`src/rtl/boe_pkg.sv`:
```
// Shared constants and state type for the BOE sample producer and the BOE engine.
package boe_pkg;

  localparam int MAX_N   = 6;
  localparam int DW      = 8;
  localparam int NW      = 3;
  localparam int RES_GAP = 2;
  localparam int AW      = $clog2(MAX_N);

  typedef enum logic [1:0] {
    LOAD = 2'd0,
    SEND = 2'd1,
    WAIT = 2'd2
  } state_e;

endpackage

```
`src/rtl/boe_stream_tx_if.sv`:
```
// Host-side valid/ready sample channel feeding boe_stream_tx.
interface boe_stream_tx_if;
  import boe_pkg::*;

  logic          in_valid;
  logic [DW-1:0] in_data;
  logic          in_last;
  logic          in_ready;

  modport master (output in_valid, output in_data, output in_last, input in_ready);
  modport slave  (input in_valid, input in_data, input in_last, output in_ready);

endinterface

```
`src/rtl/boe_tx_buf.sv`:
```
// Frame buffer: MAX_N x DW register file, one write port, combinational read.
module boe_tx_buf
  import boe_pkg::*;
(
  input  logic          clk,
  input  logic          wr_en,
  input  logic [AW-1:0] wr_addr,
  input  logic [DW-1:0] wr_data,
  input  logic [AW-1:0] rd_addr,
  output logic [DW-1:0] rd_data
);

  logic [DW-1:0] mem_q [MAX_N];

  // Contents are intentionally not reset; every entry is written before it is read.
  always_ff @(posedge clk) begin
    if (wr_en && (wr_addr < AW'(MAX_N))) begin
      mem_q[wr_addr] <= wr_data;
    end
  end

  assign rd_data = (rd_addr < AW'(MAX_N)) ? mem_q[rd_addr] : '0;

endmodule

```
`src/rtl/boe_stream_tx.sv`:
```
// Collects a 1..MAX_N sample frame from the host, replays it to the BOE engine,
// then idles through the engine's result phase before accepting the next frame.
module boe_stream_tx
  import boe_pkg::*;
(
  input  logic           clk,
  input  logic           rst,
  boe_stream_tx_if.slave host,
  output logic [NW-1:0]  data_num,
  output logic [DW-1:0]  data_in,
  output logic           busy,
  output logic           frame_done,
  output logic [7:0]     frame_cnt
);

  state_e        state_q, state_d;
  logic [AW-1:0] wr_cnt_q, wr_cnt_d;
  logic [AW-1:0] idx_q, idx_d;
  logic [NW-1:0] n_q, n_d;
  logic [3:0]    gap_cnt_q, gap_cnt_d;
  logic [7:0]    frame_cnt_q, frame_cnt_d;
  logic          accept;
  logic [DW-1:0] rd_data;

  assign accept = host.in_valid && host.in_ready;

  boe_tx_buf u_buf (
    .clk     (clk),
    .wr_en   (accept),
    .wr_addr (wr_cnt_q),
    .wr_data (host.in_data),
    .rd_addr (idx_q),
    .rd_data (rd_data)
  );

  always_ff @(posedge clk) begin
    if (!rst) begin
      state_q     <= LOAD;
      wr_cnt_q    <= '0;
      idx_q       <= '0;
      n_q         <= '0;
      gap_cnt_q   <= '0;
      frame_cnt_q <= '0;
    end else begin
      state_q     <= state_d;
      wr_cnt_q    <= wr_cnt_d;
      idx_q       <= idx_d;
      n_q         <= n_d;
      gap_cnt_q   <= gap_cnt_d;
      frame_cnt_q <= frame_cnt_d;
    end
  end

  always_comb begin
    state_d     = state_q;
    wr_cnt_d    = wr_cnt_q;
    idx_d       = idx_q;
    n_d         = n_q;
    gap_cnt_d   = gap_cnt_q;
    frame_cnt_d = frame_cnt_q;
    unique case (state_q)
      LOAD: begin
        if (accept) begin
          // A full buffer closes the frame regardless of in_last.
          if (host.in_last || (wr_cnt_q == AW'(MAX_N - 1))) begin
            n_d      = NW'(wr_cnt_q) + NW'(1);
            wr_cnt_d = '0;
            idx_d    = '0;
            state_d  = SEND;
          end else begin
            wr_cnt_d = wr_cnt_q + AW'(1);
          end
        end
      end
      SEND: begin
        idx_d = idx_q + AW'(1);
        if (NW'(idx_q) == (n_q - NW'(1))) begin
          gap_cnt_d = 4'(n_q) + 4'(RES_GAP - 1);
          state_d   = WAIT;
        end
      end
      WAIT: begin
        if (gap_cnt_q == 4'd0) begin
          frame_cnt_d = frame_cnt_q + 8'd1;
          state_d     = LOAD;
        end else begin
          gap_cnt_d = gap_cnt_q - 4'd1;
        end
      end
      default: state_d = LOAD;
    endcase
  end

  // Outputs are a decode of registered state; forced quiet while reset is applied.
  always_comb begin
    host.in_ready = 1'b0;
    data_num      = '0;
    data_in       = '0;
    busy          = 1'b0;
    frame_done    = 1'b0;
    if (rst) begin
      unique case (state_q)
        LOAD: host.in_ready = 1'b1;
        SEND: begin
          busy     = 1'b1;
          data_in  = rd_data;
          data_num = (idx_q == '0) ? n_q : '0;
        end
        WAIT: begin
          busy       = 1'b1;
          frame_done = (gap_cnt_q == 4'd0);
        end
        default: busy = 1'b1;
      endcase
    end
  end

  assign frame_cnt = frame_cnt_q;

endmodule

```
`src/flat_wrapper.sv`:
```
// flat-port wrapper written by rule: the top's interface ports become plain ports
module boe_stream_tx_flat import boe_pkg::*;
  (clk, rst, data_num, data_in, busy, frame_done, frame_cnt, host_in_valid, host_in_data, host_in_last, host_in_ready);
  boe_stream_tx_if host_i ();
  input  logic clk;
  input  logic rst;
  output logic [NW-1:0] data_num;
  output logic [DW-1:0] data_in;
  output logic busy;
  output logic frame_done;
  output logic [7:0] frame_cnt;
  input wire logic [$bits(host_i.in_valid)-1:0] host_in_valid;
  input wire logic [$bits(host_i.in_data)-1:0] host_in_data;
  input wire logic [$bits(host_i.in_last)-1:0] host_in_last;
  output wire logic [$bits(host_i.in_ready)-1:0] host_in_ready;
  assign host_i.in_valid = host_in_valid;
  assign host_i.in_data = host_in_data;
  assign host_i.in_last = host_in_last;
  assign host_in_ready = host_i.in_ready;
  boe_stream_tx u_core (.clk(clk), .rst(rst), .host(host_i), .data_num(data_num), .data_in(data_in), .busy(busy), .frame_done(frame_done), .frame_cnt(frame_cnt));
endmodule
```
`config.mk`:
```
export PLATFORM = sky130hd
export DESIGN_NAME = boe_stream_tx_flat
export DESIGN_NICKNAME = d
export VERILOG_FILES = /design/src/rtl/boe_pkg.sv /design/src/rtl/boe_stream_tx_if.sv /design/src/rtl/boe_tx_buf.sv /design/src/rtl/boe_stream_tx.sv /design/src/flat_wrapper.sv
export SDC_FILE = /design/constraint.sdc
export NUM_CORES = 1
export LEC_CHECK = 0
export CORE_AREA = 4 4 85 87
export CTS_CLUSTER_SIZE = 14
export DETAILED_ROUTE_END_ITERATION = 10
export DIE_AREA = 0 0 89 91
export GPL_TIMING_DRIVEN = 1
export PLACE_DENSITY = 0.74
export SYNTH_ARGS = -nofsm -noshare
export SYNTH_HDL_FRONTEND = slang
export SYNTH_HIERARCHICAL = 1
export SYNTH_SLANG_ARGS = --single-unit
```
`constraint.sdc`:
```
create_clock -name clk -period 2.15 [get_ports clk]
set_clock_uncertainty 0.15 [all_clocks]
set_input_delay 0.215 -clock clk [delete_from_list [all_inputs] [get_ports clk]]
set_output_delay 0.215 -clock clk [all_outputs]
set_load 0.005 [all_outputs]
```
* After elaboration in Yosys (flattened, before gate mapping) *
Memory sizes are Yosys's and may differ from the RTL's. A register that Yosys moved wholly into a read port is not among the register bits.
Cells that the tools add are included.

operators by class
  add/sub/neg operators = 6
  $mul = 0
  divide/modulo/power cells = 0
  magnitude comparators = 2
  eq/ne operators = 9
  shifts and indexed selects = 0
  muxes and demuxes = 28
  bitwise gates (word level) = 0
  reductions and logical operators = 14

operators by type and width
  cell                 count
  $mux 3               8
  $mux 8               3
  $reduce_and 3->1     3
  $add 8x1->8 const B  1
  $mux 1               8
  $mux 2               4
  $mux 4               2
  $pmux 4 s2           1
  $add 3x1->3 const B  2
  $lt 3x3->1 const B   2
  $ne 2x1->1 const B   3
  $pmux 2 s3           1
  $pmux 3 s2           1
  $add 3x1->4 const B  1
  $logic_not 4->1      1
  $ne 2x2->1 const B   2
  $reduce_and 2->1     2
  $reduce_and 4->1     1
  $reduce_bool 2->1    2
  $sub 4x1->4 const B  1
  $eq 3x3->1           1
  $eq 3x3->1 const B   1
  $logic_not 3->1      1
  $sub 3x1->3 const B  1
  5 further kinds      6

word-level totals
  bits in registers = 23
  latch bits = 0
  RAM bits = 48
  memory bits (read-only) = 0
  bits of input ports = 12
  output and inout bits = 22
  word-level logic and storage cells = 66
  memories kept = 1

memory list
  memory              depth  width  rd ports  clocked after memory_dff  write ports  RTL line          RTL
  u_core.u_buf.mem_q  6      8      1         1                         1            boe_tx_buf.sv:13  logic [DW-1:0] mem_q [MAX_N];

* Longest topological paths before layout *
Gate-level depths: netlist of run 1.

  depth in word-level cells = 8
  depth in mapped cells = 6
  gate-level depth less buffers = 6

* Modules after synthesis *
Netlist of run 1, hierarchy kept.

modules (own cells, without submodules)
  module         instances  cells an instance  area an instance (um2)  sequential area each (um2)
  boe_tx_buf     1          104                1915.6                  1441.4
  boe_stream_tx  1          155                1276.2                  460.4

* Worst setup path after synthesis of run 1 *
Ideal clock, no wire load.

  kind = input-to-reg
  start = in rst
  end = mem u_core.u_buf.mem_q[4][0] (enable)
  setup time = 0.385 ns
  arrival time = 1.702 ns
  data required time = 1.615 ns
  setup slack = -0.087 ns
  stages on the path = 5
  buffers on the path = 2
  cells stage by stage = clkbuf_1 -> nor4bb_1 -> buf_2 -> nand2b_1 -> nor3b_1

between the ends
  longest elaborated chain between the ends = 5

ends and longest elaborated chain
  item                          RTL line              RTL
  from (decl)                   flat_wrapper.sv:6     input logic rst;
  $mux 1                        boe_stream_tx.sv:101  if (rst) begin
  $logic_and 1x1->1             boe_stream_tx.sv:25   assign accept = host.in_valid && host.in_ready;
  named net u_core.accept       boe_stream_tx.sv:22   logic accept;
  $logic_and 1x1->1             boe_tx_buf.sv:17      if (wr_en && (wr_addr < AW'(MAX_N))) begin
  $mux 1                        boe_tx_buf.sv:17
  $mux 1 (implied by the code)  boe_tx_buf.sv:18      mem_q[wr_addr] <= wr_data;
  to (decl)                     boe_tx_buf.sv:13

The timed path passes the listed nets, and every way through them passes these cells.

* Worst setup path in the final report of run 1 *
  start = reg u_core.idx_q[0]
  end = out data_in[6]

between the ends
  longest elaborated chain between the ends = 4

ends and longest elaborated chain
  item                         RTL line              RTL
  from (decl)                  boe_stream_tx.sv:18   logic [AW-1:0] idx_q, idx_d;
  from (signal assigned)       boe_stream_tx.sv:47   idx_q <= idx_d;
  $lt 3x3->1                   boe_tx_buf.sv:22      assign rd_data = (rd_addr < AW'(MAX_N)) ? mem_q[rd_addr] : '0;
  $mux 8                       boe_tx_buf.sv:22
  named net u_core.rd_data[6]  boe_stream_tx.sv:23   logic [DW-1:0] rd_data;
  $mux 8                       boe_stream_tx.sv:102  unique case (state_q)
  $mux 8                       boe_stream_tx.sv:101
  to (decl)                    flat_wrapper.sv:8     output logic [DW-1:0] data_in;

The timed path passes the listed nets, and every way through them passes these cells.

==> run summary, run 1 <==
=================================================================================
Type of element capturing the critical path ........................ primary output
Classification of the worst-slack hold path ........................   reg -> reg
Vias/cell ..........................................................         5.52
Cell type group with the largest total delay on the critical path .. buffers and inverters
Internal cell power ................................................      2.31 mW
Total detailed-routing wirelength ..................................      7020 µm
Outcome ............................................................    completed
DIE HEIGHT .........................................................        91 µm
Sum Neg Setup Slack ................................................         0 ps
Global router's overall resource usage .............................        0.186
DRT Pass-1 Iters ...................................................            4
Share of the yosys chip area belonging to registers ................        0.596
Final weighted congestion of routability-driven global placement ...        0.848
Mapped Cells .......................................................          259
Routed met2 length .................................................      3460 µm
Pin count of the biggest net entering global routing ...............           17
Final-report hold violation count ..................................            0
Via count of the first global-routing pass .........................        2,222
Part of the power in combinational logic ...........................        0.110
Fin util ...........................................................        0.648
Post-placement cell count ..........................................          388
# diodes ...........................................................            0
Critical Path Start Type ...........................................    flip-flop
Worst slew margin relative to its limit ............................        0.761
Commonest non-fill, non-tap cells in the layout .................... sky130_fd_sc_hd__edfxtp_1, sky130_fd_sc_hd__buf_4, sky130_fd_sc_hd__mux2i_1, sky130_fd_sc_hd__clkdlybuf4s50_1, sky130_fd_sc_hd__dfxtp_1
Number of nets still failing antenna checks after routing ..........            0
Dpl hpwl ...........................................................      4720 µm
Max-slew violation total from the final report .....................            0
Time the worst path needs with I/O delays and setup ................      2100 ps
Cell-by-cell listing of the critical path .......................... buf_12, buf_4, mux2i_1, o221ai_1, and3_1, dlygate4sd2_1
DRC viols ..........................................................            0
CP Max Fanout ......................................................           10
First-iteration detailed-routing DRC count .........................          153
Number of buffers created by CTS ...................................            9
Net switching component of the power ...............................       696 µW
Sinks on the clock net .............................................           71
P_leak .............................................................      1.58 nW
Area growth syn-to-layout ..........................................        29.0%
F_max ..............................................................    0.477 GHz
Post-layout total power ............................................      3.01 mW
Number of core rows ................................................           29
I/O pins ...........................................................           34
Die area ...........................................................  0.00810 mm²
Crit path kind .....................................................   reg -> out
Source-to-sink clock delay at the later pin of the worst-skew pair .       350 ps
Synth Register Bits ................................................           71
Port buffer count ..................................................           33
Max rail drop VDD ..................................................     0.447 mV
Clock network fraction of total power ..............................        0.390
Core Box Area ......................................................  0.00635 mm²
H-tree levels ......................................................            3
Global-route wire length before repair .............................    11,300 µm
Number of max-cap violations .......................................            0
Most common library cell in the layout ignoring fill and taps ...... sky130_fd_sc_hd__edfxtp_1
Cell type contributing the most total cell area after synthesis .... sky130_fd_sc_hd__edfxtp_1
Delay of the slowest cell on the worst path ........................       370 ps
Cell types occupying the most area after synthesis ................. sky130_fd_sc_hd__edfxtp_1, sky130_fd_sc_hd__dfxtp_1, sky130_fd_sc_hd__mux2i_1
RSZ-0062 raised after global routing ...............................         true
Count of unique library cells instantiated by Yosys ................           40
Post-synthesis instance area .......................................  0.00319 mm²
Length of routed met3 wiring .......................................       332 µm
Wire length per cell ...............................................      17.0 µm
Initial core utilization ...........................................        0.503
Number of antenna violations at the first check in global routing ..            0
Final non-filler cell total ........................................          412
Power Dens Cells ...................................................   730 mW/mm²
Chip Width .........................................................        89 µm
Worst Setup Slack, final ...........................................      54.7 ps
Worst slack, placed ................................................      -109 ps
Proportion of layout cells with a drive suffix above 1 .............        0.209
CP Buf/Inv Count ...................................................            3
Sequential share of power ..........................................        0.500
Number of setup violations in the final report .....................            0
Total gr overflow ..................................................            0
Final net count ....................................................          350
TritonCTS clock tree ...............................................        built
Cts hold-fix bufs ..................................................            0
Area share of the leading cell type in the synthesized netlist .....        0.452
Cell at the root of the clock tree ................................. sky130_fd_sc_hd__clkbuf_8
Final Cycle Share ..................................................        0.975
Vias ...............................................................        2,274
Slowest CP cell .................................................... sky130_fd_sc_hd__dfxtp_2
Placed instance area ...............................................  0.00380 mm²
Crit path required time ............................................      1780 ps
Synthesized area per cell ..........................................     12.3 µm²
Worst-path clk slew ................................................        80 ps
Finished layout cell area ..........................................  0.00412 mm²
Worst slew pin tran ................................................       358 ps
Worst hold slack across all endpoints ..............................       342 ps
Arrival @ worst endpoint ...........................................      1730 ps
M1 WL ..............................................................      3100 µm
Number of warning messages in the yosys log ........................            6
Top layer used by detailed routing .................................         met4
Sw Ratio ...........................................................        0.232
Synthesized Nets ...................................................          279
Number of buffers on the longest clock path ........................            2
=================================================================================
## power by group through the flow
stage	Clock [mW]	Combinational, mW	Sequential, mW
global route	1.26	0.361	1.51
CTS	1.19	0.324	1.50
detailed placement	0	0.303	1.53
global placement	0	0.293	1.53
floorplan	0	0.176	1.53
finish	1.17	0.332	1.50
## cell type report
cell class                 count  area (µm²)
clock inverter                 7        95.1
tap                           77        96.3
clock buffer                   9         124
sequential                    71        1910
fill                         482        2230
inverter                      10        37.5
timing repair buffer          71         643
multi-input combinational    167        1210
## cell usage after synthesis (all sizes together)
| library cell | instances |
|---|---|
| edfxtp | 48 |
| mux2i | 25 |
| dfxtp | 23 |
| nor2 | 18 |
| nand2 | 15 |
| xor2 | 12 |
| inv | 10 |
| and3 | 9 |
| or3 | 9 |
| ha | 8 |
| o21ai | 8 |
| o221ai | 8 |
| buf | 7 |
| a21oi | 6 |
| nand2b | 6 |
| nand3 | 6 |
| nor3 | 6 |
| and2 | 5 |
| clkbuf | 4 |
| nand4 | 4 |
| o22ai | 4 |
| nor3b | 3 |
| and4 | 2 |
| nor2b | 2 |
| or4 | 2 |
| a211oi | 1 |
| a21o | 1 |
| and4b | 1 |
| nor4bb | 1 |
| o211ai | 1 |
| o22a | 1 |
| o311ai | 1 |
| xnor2 | 1 |
| xnor3 | 1 |
## path summary, 6_finish.rpt
check	startpoint	endpoint	slack, ps	cells after the start
setup / recovery	u_core/idx_q[0]	data_in[6]	50	6
hold / removal	u_core/gap_cnt_q[1]	u_core/gap_cnt_q[1]	340	2
setup reg to reg	u_core/n_q[1]	u_core/gap_cnt_q[0]	190	6
hold reg to reg	u_core/gap_cnt_q[1]	u_core/gap_cnt_q[1]	340	2
## metal layers
metal | track usage | vias to the layer above
li1 | - | 1103
met1 | 0.247 | 1097
met2 | 0.284 | 61
met3 | 0.0534 | 13
met4 | 0.0806 | 0
met5 | 0 | -
## cell families after synthesis
logic type,Yosys count,share of synthesized area
AO/OA/AOI/OAI,31,0.0643
XOR/XNOR,14,0.0427
adder cells (fa/ha/maj),8,0.0314
buffers and inverters,21,0.0349
flip-flops,71,0.596
multiplexers,25,0.0784
AND/OR/NAND/NOR,89,0.152
## flip-flops by register name, summed over array words and instances, names as in the netlist
name and flops:
u_core/wr_cnt_q 3, u_core/n_q 3, u_core/gap_cnt_q 4, u_core/u_buf/mem_q 48
u_core/frame_cnt 8, u_core/state_q 2, u_core/idx_q 3
## timing repair
action,in CTS,in global routing
gates resized for setup,26,17
setup buffers,7,2
endpoints found under the setup margin,12,19
pin swaps,7,6
## worst reg2reg max path, delay by kind of cell, from the launching register on
| kind | cells | cell delay (ps) |
|---|---|---|
| buf+inv | 1 | 80 |
| flops | 1 | 390 |
| fa+ha+maj | 1 | 330 |
| compound gates | 1 | 80 |
| xor+xnor | 1 | 170 |
| simple gates | 2 | 660 |
(Power assumes the default switching activity.)
==> inputs of run 2 (changes only) <==
Settings changed: CORE_AREA 4 4 85 87 to 4 4 81 83, DIE_AREA 0 0 89 91 to 0 0 85 87, PLACE_DENSITY 0.74 to 0.77.
Clock period 2.15 ns to 2.05 ns, I/O delays scaled along.
==> run 2 against run 1 <==
  * The run now ends with negative setup slack left
  * Die area down 8.7%
  * Wire length barely moved
  * Global-route usage grew 1.1 points
  * Via count is 1.6% higher
  * Combinational power rose by 14%
  * Clock power shrank 11%
  * Power decreased by 0.39%
  * Largest cell class unchanged
  * Largest power group unchanged
==> run summary, run 2 (same netlist as run 1, synthesis figures left out) <==
=================================================================================
Largest register FFs ...............................................           48   unchanged
Worst Setup Slack, final ...........................................     -57.3 ps   -112 ps
Dpl hpwl ...........................................................      4580 µm   -2.9%
Placed instance area ...............................................  0.00385 mm²   +1.3%
Vias/cell ..........................................................         5.54   +0.41%
First-iteration detailed-routing DRC count .........................           93   -39%
Outcome ............................................................ finished, violations left
Area growth syn-to-layout ..........................................        31.5%
CP Buf/Inv Count ...................................................            3   unchanged
Worst slew pin tran ................................................       380 ps   +21.7 ps
Worst reg2reg setup slack ..........................................        90 ps   -100 ps
Pin count of the biggest net entering global routing ...............           16   -1
Classification of the worst-slack hold path ........................   reg -> reg
Clock network fraction of total power ..............................        0.347   -0.043
Type of element capturing the critical path ........................ primary output
Number of antenna violations at the first check in global routing ..            0   unchanged
Port buffer count ..................................................           33   unchanged
Proportion of layout cells with a drive suffix above 1 .............        0.275   +0.0659
Sinks on the clock net .............................................           71   unchanged
Delay of the slowest cell on the worst path ........................       340 ps   -30 ps
RSZ-0062 raised after global routing ...............................         true
Number of setup violations in the final report .....................            3   +3
Number of nets still failing antenna checks after routing ..........            0   unchanged
Finished layout cell area ..........................................  0.00420 mm²   +1.9%
Cell type group with the largest total delay on the critical path .. simple AND/OR/NAND/NOR gates
Number of max-cap violations .......................................            0   unchanged
TritonCTS clock tree ...............................................        built
Number of buffers created by CTS ...................................            9   unchanged
Chip Width .........................................................        85 µm   -4.5%
Slowest CP cell .................................................... sky130_fd_sc_hd__dfxtp_2
Part of the power in combinational logic ...........................        0.127   +0.017
Cell-by-cell listing of the critical path .......................... buf_8, buf_6, mux2i_1, or3_1, o221ai_1, and3_1, buf_2
H-tree levels ......................................................            3   unchanged
Source-to-sink clock delay at the later pin of the worst-skew pair .       340 ps   about the same
Most common library cell in the layout ignoring fill and taps ...... sky130_fd_sc_hd__edfxtp_1
Post-layout total power ............................................      2.99 mW   -0.39%
Global-route wire length before repair .............................    11,200 µm   -0.73%
# diodes ...........................................................            0   unchanged
P_leak .............................................................      1.62 nW   +2.6%
Net switching component of the power ...............................       773 µW   +11%
Arrival @ worst endpoint ...........................................      1750 ps   +20 ps
Worst R2R Start .................................................... u_core/state_q[1]
Core Box Area ......................................................  0.00585 mm²   -7.9%
Final-report hold violation count ..................................            0   unchanged
Via count of the first global-routing pass .........................        2,257   +1.6%
Crit path kind .....................................................   reg -> out
Instance count along the most critical hold path ...................            2   unchanged
Cts hold-fix bufs ..................................................            0   unchanged
Final weighted congestion of routability-driven global placement ...        0.851   +0.29%
Commonest non-fill, non-tap cells in the layout .................... sky130_fd_sc_hd__edfxtp_1, sky130_fd_sc_hd__buf_4, sky130_fd_sc_hd__mux2i_1, sky130_fd_sc_hd__clkdlybuf4s50_1, sky130_fd_sc_hd__dfxtp_1
Startpoint of the tightest hold check path ......................... u_core/gap_cnt_q[1]
Sw Ratio ...........................................................        0.258   +0.0266
Max-slew violation total from the final report .....................            0   unchanged
Number of buffers on the longest clock path ........................            2   unchanged
Power Dens Cells ...................................................   713 mW/mm²   -2.3%
Worst-path clk slew ................................................        80 ps   about the same
Post-placement cell count ..........................................          393   +1.3%
CP Max Fanout ......................................................            7   -3
Final non-filler cell total ........................................          417   +1.2%
I/O pins ...........................................................           34   unchanged
Cell at the root of the clock tree ................................. sky130_fd_sc_hd__clkbuf_8
Total gr overflow ..................................................            0   unchanged
Wire length per cell ...............................................      16.8 µm   -1.2%
Crit path required time ............................................      1690 ps   -90 ps
DRT Pass-1 Iters ...................................................            6   +2
Destination of the worst hold path ................................. u_core/gap_cnt_q[1]
F_max ..............................................................    0.475 GHz
Global router's overall resource usage .............................        0.197   +0.0111
Reg2Reg Depth ......................................................            6   unchanged
Worst slew margin relative to its limit ............................        0.746   -0.0145
Max rail drop VDD ..................................................     0.457 mV   +2.2%
Sequential share of power ..........................................        0.527   +0.027
Internal cell power ................................................      2.22 mW   -3.8%
Reg2reg end ........................................................ u_core/u_buf/mem_q[4][4]
Critical Path Start Type ...........................................    flip-flop
DRC viols ..........................................................            0   unchanged
Failing checks ..................................................... negative setup slack
Register containing the most flip-flops in the final layout ........ u_core/u_buf/mem_q
Worst slack, placed ................................................      -166 ps   -57.0 ps
Die area ...........................................................  0.00740 mm²   -8.7%
Final net count ....................................................          357   +2.0%
Initial core utilization ...........................................        0.546   +0.0429
Time the worst path needs with I/O delays and setup ................      2110 ps
Vias ...............................................................        2,311   +1.6%
Total detailed-routing wirelength ..................................      7020 µm   about the same
Worst hold slack across all endpoints ..............................       330 ps   -11.8 ps
Final Cycle Share ..................................................         1.03
Number of core rows ................................................           28   -3.4%
DIE HEIGHT .........................................................        87 µm   -4.4%
=================================================================================
run 2: worst reg2reg max path, delay by kind of cell (launching register included):
family | cells | cell delay [ps]
and+or+nand+nor | 3 | 620
buffers and inverters | 3 | 540
DFF | 1 | 380
run 2: through the flow:
step                      utilization  setup TNS, ps
final                           0.717          -93.6
after global routing            0.717           -538
after CTS                       0.710           -446
after detailed placement        0.658          -4800
after global placement          0.658          -5550
after floorplan                     -              0
run 2: timing repair:
action	CTS	global route
buffers inserted	8	1
resized for setup	60	16
hold endpoints to repair	0	0
pin swaps	14	12
endpoints found under the setup margin	13	35
run 2: worst max path at each step:
| stage | cells past startpoint | from | endpoint |
|---|---|---|---|
| after detailed placement | 6 | rst | u_core/u_buf/mem_q[4][7] |
| final | 7 | u_core/idx_q[0] | data_in[6] |
| after floorplan | 5 | rst | u_core/u_buf/mem_q[4][0] |
| after global routing | 7 | u_core/idx_q[0] | data_in[6] |
| after CTS | 8 | u_core/idx_q[0] | data_in[6] |
| after global placement | 6 | rst | u_core/u_buf/mem_q[4][3] |
run 2: layer usage:
| layer | global-route usage | vias up | share of wire |
|---|---|---|---|
| met1 | 0.259 | 1135 | 0.45 |
| met5 | 0 | - | 0 |
| met4 | 0.0748 | 0 | 0.0051 |
| li1 | - | 1114 | - |
| met3 | 0.0331 | 7 | 0.037 |
| met2 | 0.329 | 55 | 0.51 |
run 2: final cells by class:
class	count	area, µm²
multi-input combinational	167	1290
timing repair buffer	78	682
sequential	71	1910
clock inverter	7	61.3
fill	399	1650
clock buffer	9	124
inverter	10	37.5
tap	75	93.8
run 2: power by group through the flow:
stage	Clock (mW)	Combinational [mW]	Sequential, mW
2_1_floorplan	0	0.185	1.61
3_3_place_gp	0	0.316	1.61
3_5_place_dp	0	0.322	1.61
4_1_cts	1.05	0.366	1.58
5_1_grt	1.13	0.412	1.58
6_report	1.04	0.379	1.58
==> inputs of run 3 (changes only) <==
--- a/constraint.sdc
+++ b/constraint.sdc
@@ -4,2 +4,2 @@
 set_output_delay 0.205 -clock clk [all_outputs]
-set_load 0.005 [all_outputs]
+set_load 0.02 [all_outputs]
==> run 3 against run 2 <==
  * The flow now finishes without violations
  * Sequential share of layout area increased by 0.45 points
  * Combinational power shrank 2%
  * Hold slack improved by 12 ps
  * Critical path type unchanged
  * Largest cell class unchanged
==> run summary, run 3 (same netlist as run 1, synthesis figures left out) <==
=================================================================================
Finished layout cell area ..........................................  0.00417 mm²   -0.72%
Worst R2R Start .................................................... u_core/n_q[0]
P_leak .............................................................      1.59 nW   -2.0%
Area taken by flip-flops and latches ...............................  0.00191 mm²   +0.26%
TritonCTS clock tree ...............................................        built
Global-route wire length before repair .............................    10,700 µm   -4.2%
Cell type group with the largest total delay on the critical path .. simple AND/OR/NAND/NOR gates
Multi-input gate area in the final layout ..........................  0.00128 mm²   -1.1%
Instance count along the most critical hold path ...................            2   unchanged
Outcome ............................................................    completed
Worst-path clk slew ................................................        80 ps   about the same
Number of buffers on the longest clock path ........................            2   unchanged
Register containing the most flip-flops in the final layout ........ u_core/u_buf/mem_q
Sinks on the clock net .............................................           71   unchanged
Worst slack, placed ................................................      -176 ps   -9.75 ps
I/O pins ...........................................................           34   unchanged
Cell-by-cell listing of the critical path .......................... buf_4, mux2i_1, or3_1, o221ai_2, and3_4, buf_6
Final Cycle Share ..................................................        0.990   -0.0375
Number of antenna violations at the first check in global routing ..            0   unchanged
Power Dens Cells ...................................................   725 mW/mm²   +1.6%
Port buffer count ..................................................           33   unchanged
Crit path kind .....................................................   reg -> out
CP Buf/Inv Count ...................................................            2   -1
Reg2reg end ........................................................ u_core/gap_cnt_q[0]
Area growth syn-to-layout ..........................................        30.6%
Number of nets still failing antenna checks after routing ..........            0   unchanged
Number of buffers created by CTS ...................................            9   unchanged
Initial core utilization ...........................................        0.546   unchanged
Destination of the worst hold path ................................. u_core/frame_cnt[7]
Number of core rows ................................................           28   unchanged
Number of max-cap violations .......................................            0   unchanged
Crit path required time ............................................      1690 ps   about the same
Final non-filler cell total ........................................          409   -1.9%
Pin count of the biggest net entering global routing ...............           16   unchanged
Max-slew violation total from the final report .....................            0   unchanged
Via count of the first global-routing pass .........................        2,224   -1.5%
Vias ...............................................................        2,283   -1.2%
Number of fill cells in the layout .................................          406   +1.8%
Cell at the root of the clock tree ................................. sky130_fd_sc_hd__clkbuf_8
# diodes ...........................................................            0   unchanged
Vias/cell ..........................................................         5.58   +0.72%
Global router's overall resource usage .............................        0.188   -0.00912
RSZ-0062 raised after global routing ...............................         true
Startpoint of the tightest hold check path ......................... u_core/frame_cnt[7]
Most common library cell in the layout ignoring fill and taps ...... sky130_fd_sc_hd__edfxtp_1
Sum Neg Setup Slack ................................................         0 ps   +93.6 ps
Worst slew margin relative to its limit ............................        0.745   -0.00105
Final net count ....................................................          349   -2.2%
Max rail drop VDD ..................................................     0.563 mV   +23%
Worst path depth ...................................................            6   -1
DRT Pass-1 Iters ...................................................            4   -2
Type of element capturing the critical path ........................ primary output
Delay of the slowest cell on the worst path ........................       360 ps   +20 ps
Cts hold-fix bufs ..................................................            0   unchanged
Worst slew pin tran ................................................       378 ps   -1.89 ps
Wire length per cell ...............................................      16.2 µm   -3.5%
Time the worst path needs with I/O delays and setup ................      2030 ps   -76.9 ps
Worst reg2reg setup slack ..........................................        70 ps   -20 ps
First-iteration detailed-routing DRC count .........................          134   +44%
Post-layout total power ............................................      3.02 mW   +0.87%
DRC viols ..........................................................            0   unchanged
H-tree levels ......................................................            3   unchanged
Final weighted congestion of routability-driven global placement ...        0.833   -2.1%
Arrival @ worst endpoint ...........................................      1680 ps   -70 ps
Source-to-sink clock delay at the later pin of the worst-skew pair .       330 ps   about the same
Core Box Area ......................................................  0.00585 mm²   unchanged
Total gr overflow ..................................................            0   unchanged
Worst Setup Slack, final ...........................................      19.6 ps   +76.9 ps
F_max ..............................................................    0.493 GHz   +3.8%
CP Max Fanout ......................................................            3   -4
Chip Width .........................................................        85 µm   unchanged
Slowest CP cell .................................................... sky130_fd_sc_hd__dfxtp_4
Total detailed-routing wirelength ..................................      6640 µm   -5.4%
Number of setup violations in the final report .....................            0   -3
Die area ...........................................................  0.00740 mm²   unchanged
Post-placement cell count ..........................................          392   -0.25%
Final-report hold violation count ..................................            0   unchanged
Critical Path Start Type ...........................................    flip-flop
Classification of the worst-slack hold path ........................   reg -> reg
Dpl hpwl ...........................................................      4470 µm   -2.5%
DIE HEIGHT .........................................................        87 µm   unchanged
Reg2Reg Depth ......................................................            6   unchanged
Largest register FFs ...............................................           48   unchanged
Commonest non-fill, non-tap cells in the layout .................... sky130_fd_sc_hd__edfxtp_1, sky130_fd_sc_hd__buf_4, sky130_fd_sc_hd__mux2i_1, sky130_fd_sc_hd__clkdlybuf4s50_1
Proportion of layout cells with a drive suffix above 1 .............        0.266   -0.00839
Placed instance area ...............................................  0.00385 mm²   +0.13%
=================================================================================
==> run 3: per-stage QoR <==
step	utilization	hold slack (ps)
global placement	0.658	317
finish	0.712	342
detailed placement	0.658	329
CTS	0.690	347
floorplan	-	154
global route	0.712	389
==> run 3: power breakdown <==
part           internal (mW)  switching (mW)  leakage (nW)
logic                  0.188           0.182         0.870
clock network          0.561           0.512        0.0933
registers               1.56          0.0194         0.623
==> run 3: repair_timing <==
item | in CTS | in global routing
gates resized for setup | 54 | 33
setup buffers | 0 | 1
pin swaps | 1 | 5
setup endpoints to repair | 13 | 23
==> run 3: worst max-delay path by stage <==
| stage | from | endpoint | slack [ps] |
|---|---|---|---|
| final | u_core/idx_q[0] | data_in[6] | 20 |
| after global routing | u_core/idx_q[0] | data_num[0] | -50 |
| after CTS | u_core/idx_q[0] | data_in[7] | 4 |
| after detailed placement | rst | u_core/u_buf/mem_q[4][7] | -180 |
| after global placement | rst | u_core/u_buf/mem_q[4][3] | -170 |
| after floorplan | rst | u_core/u_buf/mem_q[4][0] | 80 |
==> run 3: area by class of cell <==
cell class	count	area share
flip-flops and latches	71	0.458
clock inverters	7	0.0171
clock buffers	9	0.0297
inverters	10	0.00901
repair buffers	70	0.156
well taps	75	0.0225
multi-input cells	167	0.307
==> run 3: worst register-to-register path, delay by kind of cell, from the launching register on <==
family	cells	cell delay [ps]
DFF	1	330
buffers and inverters	1	70
and+or+nand+nor	2	680
adders and majority gates	1	190
xor gates and xnor gates	1	370
AOI/OAI and AO/OA	1	90
==> run 3: per-layer routing <==
metal	global-route usage	wire length, µm	share of wire
met2	0.318	3350	0.50
met3	0.0549	398	0.060
met4	0.0791	118	0.018
met5	0	0	0
met1	0.225	2780	0.42
